==> src/rtl/prt_int_rcfg_pkg.sv <==
`default_nettype none
//==========================================================================
// prt_int_rcfg_pkg -- shared register map, bit positions, states (rev 1.0)
//==========================================================================
package prt_int_rcfg_pkg;

   localparam logic [3:0] REG_CTL   = 4'd0;
   localparam logic [3:0] REG_STA   = 4'd1;
   localparam logic [3:0] REG_ADR   = 4'd2;
   localparam logic [3:0] REG_PMASK = 4'd3;
   localparam logic [3:0] REG_WDAT  = 4'd4;
   localparam logic [3:0] REG_WMSK  = 4'd5;
   localparam logic [3:0] REG_RDAT  = 4'd6;

   localparam int CTL_WR    = 0;
   localparam int CTL_RD    = 1;
   localparam int CTL_RMW   = 2;
   localparam int CTL_ABORT = 3;

   localparam int STA_BUSY     = 0;
   localparam int STA_RDY      = 1;
   localparam int STA_TO_ERR   = 2;
   localparam int STA_CMD_DROP = 3;
   localparam int STA_ERR_LSB  = 8;

   typedef enum logic [2:0] {
      ST_IDLE = 3'd0,
      ST_SEL  = 3'd1,
      ST_RD   = 3'd2,
      ST_MRG  = 3'd3,
      ST_WR   = 3'd4,
      ST_DONE = 3'd5
   } state_e;

   typedef enum logic [1:0] {
      CMD_WR  = 2'd0,
      CMD_RD  = 2'd1,
      CMD_RMW = 2'd2
   } cmd_e;

   function automatic logic [31:0] rmw_merge(input logic [31:0] rdat,
                                             input logic [31:0] wdat,
                                             input logic [31:0] wmsk);
      return (rdat & ~wmsk) | (wdat & wmsk);
   endfunction

endpackage
`default_nettype wire

==> src/rtl/prt_int_rcfg_seq_fsm.sv <==
`default_nettype none
//==========================================================================
// prt_int_rcfg_seq_fsm -- port walk, Avalon strobes, timeout, RMW (rev 1.0)
//==========================================================================
module prt_int_rcfg_seq_fsm
   import prt_int_rcfg_pkg::*;
#(
   parameter int P_RCFG_PORTS = 4,
   parameter int P_RCFG_ADR   = 10,
   parameter int P_RCFG_DAT   = 32,
   parameter int P_TO_CYCLES  = 1024
) (
   input  logic                               clk,
   input  logic                               rst_n,
   input  logic                               start,
   input  logic [1:0]                         cmd,
   input  logic                               abort,
   input  logic [P_RCFG_ADR-1:0]              adr_in,
   input  logic [P_RCFG_PORTS-1:0]            pmask_in,
   input  logic [P_RCFG_DAT-1:0]              wdat_in,
   input  logic [P_RCFG_DAT-1:0]              wmsk_in,
   output logic                               busy,
   output logic                               done_ok,
   output logic                               to_hit,
   output logic [3:0]                         err_port,
   output logic [P_RCFG_DAT-1:0]              rd_cap,
   output logic [P_RCFG_PORTS*P_RCFG_ADR-1:0] rcfg_adr,
   output logic [P_RCFG_PORTS-1:0]            rcfg_wr,
   output logic [P_RCFG_PORTS-1:0]            rcfg_rd,
   output logic [P_RCFG_PORTS*P_RCFG_DAT-1:0] rcfg_wdat,
   input  logic [P_RCFG_PORTS*P_RCFG_DAT-1:0] rcfg_rdat,
   input  logic [P_RCFG_PORTS-1:0]            rcfg_wait
);

   localparam int             CW     = $clog2(P_TO_CYCLES);
   localparam logic [CW-1:0]  TO_MAX = CW'(P_TO_CYCLES - 1);

   state_e                  state, state_nxt;
   cmd_e                    cmd_q;
   logic [P_RCFG_ADR-1:0]   adr_q;
   logic [P_RCFG_DAT-1:0]   wdat_q, wmsk_q, dat_q, cap_q;
   logic [P_RCFG_PORTS-1:0] rem_q, sel_q, low;
   logic [3:0]              cur_q, low_idx;
   logic [CW-1:0]           cnt_q;
   logic                    got_rd_q, fail_q;
   logic                    stb, wait_hit, cmpl;
   logic [P_RCFG_DAT-1:0]   rdat_sel;

   assign low      = rem_q & (~rem_q + P_RCFG_PORTS'(1));
   assign wait_hit = |(rcfg_wait & sel_q);
   assign stb      = (state == ST_RD) || (state == ST_WR);
   assign cmpl     = stb && !wait_hit;
   assign to_hit   = stb && wait_hit && !abort && (cnt_q == TO_MAX);

   always_comb begin
      low_idx  = '0;
      rdat_sel = '0;
      for (int i = P_RCFG_PORTS - 1; i >= 0; i--) begin
         if (rem_q[i]) low_idx = 4'(i);
      end
      for (int i = 0; i < P_RCFG_PORTS; i++) begin
         if (sel_q[i]) rdat_sel = rcfg_rdat[i*P_RCFG_DAT +: P_RCFG_DAT];
      end
   end

   always_ff @(posedge clk or negedge rst_n) begin
      if (!rst_n) state <= ST_IDLE;
      else        state <= state_nxt;
   end

   always_comb begin
      state_nxt = state;
      case (state)
         ST_IDLE: if (start) state_nxt = ST_SEL;
         ST_SEL: begin
            if (abort || rem_q == '0)  state_nxt = ST_DONE;
            else if (cmd_q == CMD_WR)  state_nxt = ST_WR;
            else                       state_nxt = ST_RD;
         end
         ST_RD: begin
            if (abort)     state_nxt = ST_DONE;
            else if (cmpl) state_nxt = (cmd_q == CMD_RMW) ? ST_MRG : ST_DONE;
            else if (to_hit) state_nxt = ST_DONE;
         end
         ST_MRG: state_nxt = abort ? ST_DONE : ST_WR;
         ST_WR: begin
            if (abort)       state_nxt = ST_DONE;
            else if (cmpl)   state_nxt = ST_SEL;
            else if (to_hit) state_nxt = ST_DONE;
         end
         ST_DONE: state_nxt = ST_IDLE;
         default: state_nxt = ST_IDLE;
      endcase
   end

   always_ff @(posedge clk or negedge rst_n) begin
      if (!rst_n) begin
         cmd_q    <= CMD_WR;
         adr_q    <= '0;
         wdat_q   <= '0;
         wmsk_q   <= '0;
         dat_q    <= '0;
         cap_q    <= '0;
         rem_q    <= '0;
         sel_q    <= '0;
         cur_q    <= '0;
         cnt_q    <= '0;
         got_rd_q <= 1'b0;
         fail_q   <= 1'b0;
      end else begin
         if (state == ST_IDLE && start) begin
            cmd_q    <= cmd_e'(cmd);
            adr_q    <= adr_in;
            wdat_q   <= wdat_in;
            wmsk_q   <= wmsk_in;
            dat_q    <= wdat_in;
            rem_q    <= pmask_in;
            sel_q    <= '0;
            got_rd_q <= 1'b0;
            fail_q   <= 1'b0;
         end
         if (state == ST_SEL) begin
            sel_q <= low;
            cur_q <= low_idx;
         end
         cnt_q <= (stb && wait_hit) ? cnt_q + CW'(1) : '0;
         if (cmpl && !abort) begin
            rem_q <= rem_q & ~sel_q;
            if (state == ST_RD) begin
               cap_q    <= rdat_sel;
               got_rd_q <= 1'b1;
            end
         end
         if (state == ST_MRG && !abort)
            dat_q <= P_RCFG_DAT'(rmw_merge(32'(cap_q), 32'(wdat_q), 32'(wmsk_q)));
         if (to_hit || (abort && state != ST_IDLE)) fail_q <= 1'b1;
      end
   end

   assign busy     = (state != ST_IDLE);
   assign done_ok  = (state == ST_DONE) && got_rd_q && !fail_q && !abort;
   assign err_port = cur_q;
   assign rd_cap   = cap_q;

   // Strobes decode straight from registered state, so reset clears them immediately.
   for (genvar i = 0; i < P_RCFG_PORTS; i++) begin : g_port
      assign rcfg_adr[i*P_RCFG_ADR +: P_RCFG_ADR]  = adr_q;
      assign rcfg_wdat[i*P_RCFG_DAT +: P_RCFG_DAT] = dat_q;
      assign rcfg_wr[i] = (state == ST_WR) && sel_q[i];
      assign rcfg_rd[i] = (state == ST_RD) && sel_q[i];
   end

endmodule
`default_nettype wire

==> src/rtl/prt_int_rcfg_seq.sv <==
`default_nettype none
//==========================================================================
// prt_int_rcfg_seq -- local-bus reconfig sequencer, register file top (rev 1.0)
//==========================================================================
module prt_int_rcfg_seq
   import prt_int_rcfg_pkg::*;
#(
   parameter int P_RCFG_PORTS = 4,
   parameter int P_RCFG_ADR   = 10,
   parameter int P_RCFG_DAT   = 32,
   parameter int P_TO_CYCLES  = 1024
) (
   input  logic                               clk,
   input  logic                               rst_n,
   input  logic [3:0]                         lb_adr,
   input  logic                               lb_wr,
   input  logic                               lb_rd,
   input  logic [31:0]                        lb_din,
   output logic [31:0]                        lb_dout,
   output logic                               lb_vld,
   output logic [P_RCFG_PORTS*P_RCFG_ADR-1:0] rcfg_adr,
   output logic [P_RCFG_PORTS-1:0]            rcfg_wr,
   output logic [P_RCFG_PORTS-1:0]            rcfg_rd,
   output logic [P_RCFG_PORTS*P_RCFG_DAT-1:0] rcfg_wdat,
   input  logic [P_RCFG_PORTS*P_RCFG_DAT-1:0] rcfg_rdat,
   input  logic [P_RCFG_PORTS-1:0]            rcfg_wait
);

   logic [3:0]              adr_q;
   logic                    wr_q, rd_q;
   logic [31:0]             din_q;
   logic [P_RCFG_ADR-1:0]   adr_sh;
   logic [P_RCFG_PORTS-1:0] pmask_sh;
   logic [P_RCFG_DAT-1:0]   wdat_sh, wmsk_sh, rdat_q, rd_cap;
   logic                    rdy_q, to_err_q, drop_q;
   logic [3:0]              err_q, fsm_err;
   logic                    busy, done_ok, to_hit;
   logic                    ctl_wr, sta_wr, any_cmd, multi_cmd, start, drop, abort;
   logic [2:0]              cmd_bits;
   logic [1:0]              cmd;
   logic [31:0]             sta, rd_data;

   assign ctl_wr    = wr_q && (adr_q == REG_CTL);
   assign sta_wr    = wr_q && (adr_q == REG_STA);
   assign cmd_bits  = din_q[CTL_RMW:CTL_WR];
   assign any_cmd   = |cmd_bits;
   assign multi_cmd = (cmd_bits[0] & cmd_bits[1]) | (cmd_bits[0] & cmd_bits[2]) |
                      (cmd_bits[1] & cmd_bits[2]);
   assign start     = ctl_wr && any_cmd && !multi_cmd && !busy;
   assign drop      = ctl_wr && any_cmd && (multi_cmd || busy);
   assign abort     = ctl_wr && din_q[CTL_ABORT] && busy;
   assign cmd       = cmd_bits[CTL_WR] ? CMD_WR : (cmd_bits[CTL_RD] ? CMD_RD : CMD_RMW);

   always_ff @(posedge clk or negedge rst_n) begin
      if (!rst_n) begin
         adr_q    <= '0;
         wr_q     <= 1'b0;
         rd_q     <= 1'b0;
         din_q    <= '0;
         adr_sh   <= '0;
         pmask_sh <= '0;
         wdat_sh  <= '0;
         wmsk_sh  <= '0;
         rdat_q   <= '0;
         rdy_q    <= 1'b0;
         to_err_q <= 1'b0;
         drop_q   <= 1'b0;
         err_q    <= '0;
      end else begin
         adr_q <= lb_adr;
         wr_q  <= lb_wr;
         rd_q  <= lb_rd;
         din_q <= lb_din;
         if (wr_q) begin
            case (adr_q)
               REG_ADR:   adr_sh   <= din_q[P_RCFG_ADR-1:0];
               REG_PMASK: pmask_sh <= din_q[P_RCFG_PORTS-1:0];
               REG_WDAT:  wdat_sh  <= din_q[P_RCFG_DAT-1:0];
               REG_WMSK:  wmsk_sh  <= din_q[P_RCFG_DAT-1:0];
               default: ;
            endcase
         end
         // Hardware set takes priority over a same-cycle W1C.
         if (done_ok)                        rdy_q <= 1'b1;
         else if (sta_wr && din_q[STA_RDY])  rdy_q <= 1'b0;
         if (to_hit)                            to_err_q <= 1'b1;
         else if (sta_wr && din_q[STA_TO_ERR])  to_err_q <= 1'b0;
         if (drop)                                drop_q <= 1'b1;
         else if (sta_wr && din_q[STA_CMD_DROP])  drop_q <= 1'b0;
         if (to_hit)  err_q  <= fsm_err;
         if (done_ok) rdat_q <= rd_cap;
      end
   end

   always_comb begin
      sta                              = '0;
      sta[STA_BUSY]                    = busy;
      sta[STA_RDY]                     = rdy_q;
      sta[STA_TO_ERR]                  = to_err_q;
      sta[STA_CMD_DROP]                = drop_q;
      sta[STA_ERR_LSB+3:STA_ERR_LSB]   = err_q;
   end

   always_comb begin
      rd_data = '0;
      case (adr_q)
         REG_STA:   rd_data = sta;
         REG_ADR:   rd_data = 32'(adr_sh);
         REG_PMASK: rd_data = 32'(pmask_sh);
         REG_WDAT:  rd_data = 32'(wdat_sh);
         REG_WMSK:  rd_data = 32'(wmsk_sh);
         REG_RDAT:  rd_data = 32'(rdat_q);
         default:   rd_data = '0;
      endcase
   end

   assign lb_vld  = rd_q;
   assign lb_dout = rd_q ? rd_data : '0;

   prt_int_rcfg_seq_fsm #(
      .P_RCFG_PORTS (P_RCFG_PORTS),
      .P_RCFG_ADR   (P_RCFG_ADR),
      .P_RCFG_DAT   (P_RCFG_DAT),
      .P_TO_CYCLES  (P_TO_CYCLES)
   ) u_fsm (
      .clk       (clk),
      .rst_n     (rst_n),
      .start     (start),
      .cmd       (cmd),
      .abort     (abort),
      .adr_in    (adr_sh),
      .pmask_in  (pmask_sh),
      .wdat_in   (wdat_sh),
      .wmsk_in   (wmsk_sh),
      .busy      (busy),
      .done_ok   (done_ok),
      .to_hit    (to_hit),
      .err_port  (fsm_err),
      .rd_cap    (rd_cap),
      .rcfg_adr  (rcfg_adr),
      .rcfg_wr   (rcfg_wr),
      .rcfg_rd   (rcfg_rd),
      .rcfg_wdat (rcfg_wdat),
      .rcfg_rdat (rcfg_rdat),
      .rcfg_wait (rcfg_wait)
   );

endmodule
`default_nettype wire
==> config.mk <==
export PLATFORM = sky130hd
export DESIGN_NAME = prt_int_rcfg_seq
export DESIGN_NICKNAME = d
export VERILOG_FILES = /design/src/rtl/prt_int_rcfg_pkg.sv /design/src/rtl/prt_int_rcfg_seq_fsm.sv /design/src/rtl/prt_int_rcfg_seq.sv
export SDC_FILE = /design/constraint.sdc
export NUM_CORES = 1
export LEC_CHECK = 0
export ABC_AREA = 1
export CORE_ASPECT_RATIO = 1.1
export CORE_MARGIN = 5
export CORE_UTILIZATION = 53
export DETAILED_ROUTE_END_ITERATION = 7
export PLACE_DENSITY = 0.95
export SYNTH_ARGS = -nofsm -noshare
export SYNTH_HDL_FRONTEND = slang
export SYNTH_SLANG_ARGS = --single-unit
==> constraint.sdc <==
create_clock -name clk -period 4.6 [get_ports clk]
set_clock_uncertainty 0.1 [all_clocks]
set_input_delay 1.38 -clock clk [delete_from_list [all_inputs] [get_ports clk]]
set_output_delay 1.38 -clock clk [all_outputs]
set_load 0.02 [all_outputs]
### Word level (Yosys, flattened, before mapping)

Cells that the tools add are included.

* $add $sub $neg: 2
* equal/unequal tests: 14
* multiplexer cells: 41
* bitwise operators: 14
* reduce and logical (&&, ||, !) cells: 58

Operator list (count)
* two-way mux 32 bit: 7
* one-hot mux 32 bit (6 select lines): 1
* AND 32 bit: 2
* inverter 32 bit: 1
* bitwise OR 32 bit: 1
* logical AND 1 bit: 30
* two-way mux 4 bit: 7
* two-way mux 3 bit: 9
* one-hot mux 3 bit (5 select lines): 1
* nonzero test 2 bit: 7
* AND 4 bit: 3
* equality test 4 x 3 -> 1 bit, second input constant: 3
* two-way mux 1 bit: 12
* adder 10 x 1 -> 10 bit, second input constant: 1
* equality test 10 bit, second input constant: 1
* two-way mux 10 bit: 1
* AND reduction 2 bit: 5
* equality test 4 x 2 -> 1 bit, second input constant: 2
* logical NOT 4 bit: 2
* inverter 4 bit: 2
* equality test 3 x 2 -> 1 bit, second input constant: 2
* equality test 3 bit, second input constant: 2
* two-way mux 2 bit: 3
* logical NOT 1 bit: 5
* 13 further kinds: 19

* register bits after elaboration: 322
* input bits: 172
* output and inout bits: 209
* logic and storage cells: 155

### Longest topological paths before layout

* word-level depth: 11
* mapped depth: 11
* mapped depth without buffers: 10

### Modules after synthesis

Synthesis repeated with hierarchy kept, for this count alone.

* cell total of the unflattened synthesis: 1841
* area total of the unflattened synthesis: 15342.2 um^2

By module, submodules not included
* prt_int_rcfg_seq_fsm: times used 1, cells an instance 1077, area each 8743.4 um^2, sequential area each 4129.0 um^2
* prt_int_rcfg_seq: times used 1, cells an instance 764, area each 6598.8 um^2, sequential area each 3878.7 um^2

### Least setup slack after synthesis

No wires, ideal clock.

* path kind: reg2out
* start point: register adr_q[1]
* end point: output lb_dout[9]
* arrival: 1.500 ns
* data required time: 3.120 ns
* setup slack: 1.620 ns
* cell stages (with the launch flop): 9
* path buffers: 1
* cells stage by stage: dfrtp_1 > nor2_1 > nand2_1 > clkinv_1 > clkbuf_1 > nand2_1 > o21ai_0 > nor2_1 > a21oi_1

* longest elaborated chain between the ends: 3
* elaborated cells between the ends (all ways): 8
* classes of those cells: eq/ne: 6; mux: 2

Ends and longest elaborated chain
* start: declaration: line prt_int_rcfg_seq.sv:29 `logic [3:0] adr_q;`
* start signal: assignment: line prt_int_rcfg_seq.sv:70 `adr_q <= lb_adr;`
* equality test 4 x 3 -> 1 bit, or another cell as far along: line prt_int_rcfg_seq.sv:106 `case (adr_q)`
* one-hot mux 32 bit (6 select lines) *: line prt_int_rcfg_seq.sv:106
* two-way mux 32 bit *: line prt_int_rcfg_seq.sv:118 `assign lb_dout = rd_q ? rd_data : '0;`
* end: declaration: line prt_int_rcfg_seq.sv:19 `output logic [31:0] lb_dout,`

Every way passes the cells marked *; elsewhere a longest branch is shown, timed or not.

### Final worst setup path

* start point: register adr_q[0]
* end point: output lb_dout[1]

The elaborated chain is that of the path after synthesis.

==> results.cfg <==
[drt]
avgRoutedWirePerCell_um = 18.9
met3RoutedLength_um = 4130
wl_met1_um = 16300
top_layer = met4
vias_per_cell = 5.62
wl_um = 45600
dr_total_vias = 13600
drc = 0
drtPass1Iterations = 6
antenna_left = 0
drt_iter0_markers = 1461
wl_met2_um = 22900

[layout]
multi_input_area_sq_um = 4970
synthToLayoutAreaGrowth_pct = 28.5
fillers = 2018
fin_util_pct = 69.0
nets = 2200
antennaDiodeCount = 0
register_area_sq_um = 7960
final_cell_mix = 548 x nand2_1, 379 x clkdlybuf4s50_1, 316 x dfrtp_1, 224 x o21ai_0, 181 x inv_1
drive_above_1_share_pct = 5.02
final_common_cell = nand2_1
final_area_sq_um = 19200

[sta]
hold_viol_final = 0
relSlewSlack_pct = 10.5
rsz0062_at_grt = no
fin_crit_ps = 4350
tightest_slew_ps = 1340
setup_viol = 0
finalSetupTns_ps = 0
period_share_pct = 94.5
fmax_ghz = 0.230
maxSlewViolCount = 0

[floorplanning]
design.die.area_sq_um = 31700
pin_count = 381
rows = 64
die_h_um = 186
start_util_pct = 53.7
core-area_sq_um = 27900
die_x_um = 170

[status]
status = complete, no violations

[clock_tree]
clock-sinks = 318
tritoncts = done
post_cts_buffers = 0
ctsResizeCount = 0
hold_buffers = 0
cts_htree_levels = 1
cts_buffers = 30
cts_root_buf = clkbuf_16
cts.clk_slew.worst_paths_ps = 60
clkLatencyLatePin_ps = 560
clock_path_buffers = 3

[pwr]
seqPwrFrac_pct = 36.9
swShare_pct = 37.4
p_total_w = 0.0112
irDropWorstVdd_mv = 0.420
power-per-cell-area_nw_per_um2 = 583
p_clk_share_pct = 24.7
leakagePower_nw = 8.90
internal_power_w = 0.00701
combPwrFrac_pct = 38.4
p_switching_w = 0.00420

[place]
portBuffers = 380
place_area_sq_um = 18100
place.gp.congestion = 0.884
post-dp-hpwl_um = 30700

[global_routing]
grt_max_degree = 111
grt_pass1_vias = 13700
track_usage_pct = 27.8
grt_pass1_wl_um = 70500
grt_overflow = 0
grt_antenna_before_repair = 0

[synth]
ys.flop_type = dfrtp_1
yosysWarnings = 0
synth_cells = 1801
synth_edf_count = 0
async_flop_share_pct = 100
synth_area_sq_um = 15000
synth_cell_type_count = 39
synth.avg_cell_area_sq_um = 8.31
ys_seq_elements = 318
synth.net_count = 1974
yosysSeqAreaShare_pct = 53.2

[worst_setup_path]
start_kind = flop
r2r_cells = 6
endpoint_kind = primary output
worstPathArrival_ps = 2870
cp_max_fo = 17
worstSetupPathType = flop to primary output
cp.required_ps = 3120

[job]
max-cap-violations = 0

[worst_hold_path]
holdCritPathClass = flop to flop
worstHoldPathCells = 1
-- critical path, stage by stage, from the launching register on --
cell	delay [ps]
dfrtp_1	430
inv_1	80
nor2_1	160
nand2_1	140
buf_4	250
o21ai_0	430
nor3_1	90
nor2_1	120
clkdlybuf4s50_1	620
-- cell families after synthesis --
kind of cell    count (synthesis)  synth area share, %
xor+xnor                        1               0.0585
flops                         318                 53.2
simple gates                  673                 18.0
fa+ha+maj                       1               0.0836
buf+inv                       400                 13.7
compound gates                408                 14.9
-- registers in the layout (all words and copies together), names as in the netlist, 2 cells and up --
name            flops
u_fsm.err_port      2
u_fsm.rem_q         4
u_fsm.rd_cap       32
adr_sh             10
u_fsm.state         3
u_fsm.dat_q        32
u_fsm.sel_q         4
u_fsm.cmd_q         2
pmask_sh            4
din_q              32
wmsk_sh            32
err_q               2
adr_q               4
u_fsm.wmsk_q       32
u_fsm.adr_q        10
rdat_q             32
wdat_sh            32
u_fsm.wdat_q       32
u_fsm.cnt_q        10
-- per-layer routing --
metal,track usage (%),vias up
met2,48.7,824
met3,4.80,194
li1,-,6096
met5,0,-
met4,13.5,0
met1,33.3,6438
-- synthesized netlist by cell type, types with 2 or more instances --
master / count / area share (%)
o21ai_1: 64 / 2.1
o21ai_0: 224 / 7.5
clkbuf_1: 49 / 1.2
buf_1: 4 / 0.10
dfrtp_1: 318 / 53
buf_6: 2 / 0.15
o22ai_1: 7 / 0.29
nor3_1: 12 / 0.40
a41oi_1: 4 / 0.23
nand2_1: 549 / 14
buf_4: 136 / 6.8
a21oi_1: 43 / 1.4
nand4_1: 5 / 0.21
o31ai_1: 2 / 0.10
nand2_4: 2 / 0.15
nand2_2: 2 / 0.084
nor2_2: 2 / 0.084
inv_1: 181 / 4.5
o211ai_1: 56 / 2.8
buf_2: 18 / 0.60
o21a_1: 3 / 0.15
nand3_4: 2 / 0.23
nand3_1: 46 / 1.5
clkinv_1: 2 / 0.050
nor2_1: 48 / 1.2
inv_2: 7 / 0.18
-- power groups by stage --
stage | Combinational (W) | Sequential [W] | Clock, W
6_report | 0.00430 | 0.00414 | 0.00277
3_3_place_gp | 0.00415 | 0.00410 | 0
2_1_floorplan | 0.00270 | 0.00415 | 0
5_1_grt | 0.00463 | 0.00422 | 0.00292
4_1_cts | 0.00431 | 0.00412 | 0.00280
3_5_place_dp | 0.00427 | 0.00415 | 0
-- metrics by stage --
step / std cells / worst slack [ps] / hold WS [ps]
6_report: 2413 / 255 / 369
5_1_grt: 2413 / 121 / 402
4_1_cts: 2413 / 307 / 369
3_5_place_dp: 2358 / 860 / 361
3_3_place_gp: 2358 / 910 / 346
2_1_floorplan: 1801 / 1620 / 333
-- final timing paths --
kind	end	slack, ps	start
worst max-delay path	lb_dout[1]	250	adr_q[0]
worst min-delay path	u_fsm.cnt_q[0]	370	u_fsm.cnt_q[0]
worst max register to register	wdat_sh[4]	1660	adr_q[0]
worst min register to register	u_fsm.cnt_q[0]	370	u_fsm.cnt_q[0]
max in group asynchronous	u_fsm.rd_cap[16]	2620	rst_n
min in group asynchronous	u_fsm.adr_q[3]	770	rst_n
-- final cells by class --
| cell class | count | area share, % |
|---|---|---|
| multi-input cells | 1083 | 25.9 |
| clock inverters | 16 | 1.37 |
| inverters | 191 | 3.74 |
| well taps | 363 | 2.36 |
| flip-flops and latches | 318 | 41.4 |
| repair buffers | 403 | 20.8 |
| clock buffers | 39 | 4.45 |
Note: power is estimated with default switching activity, not from simulation.
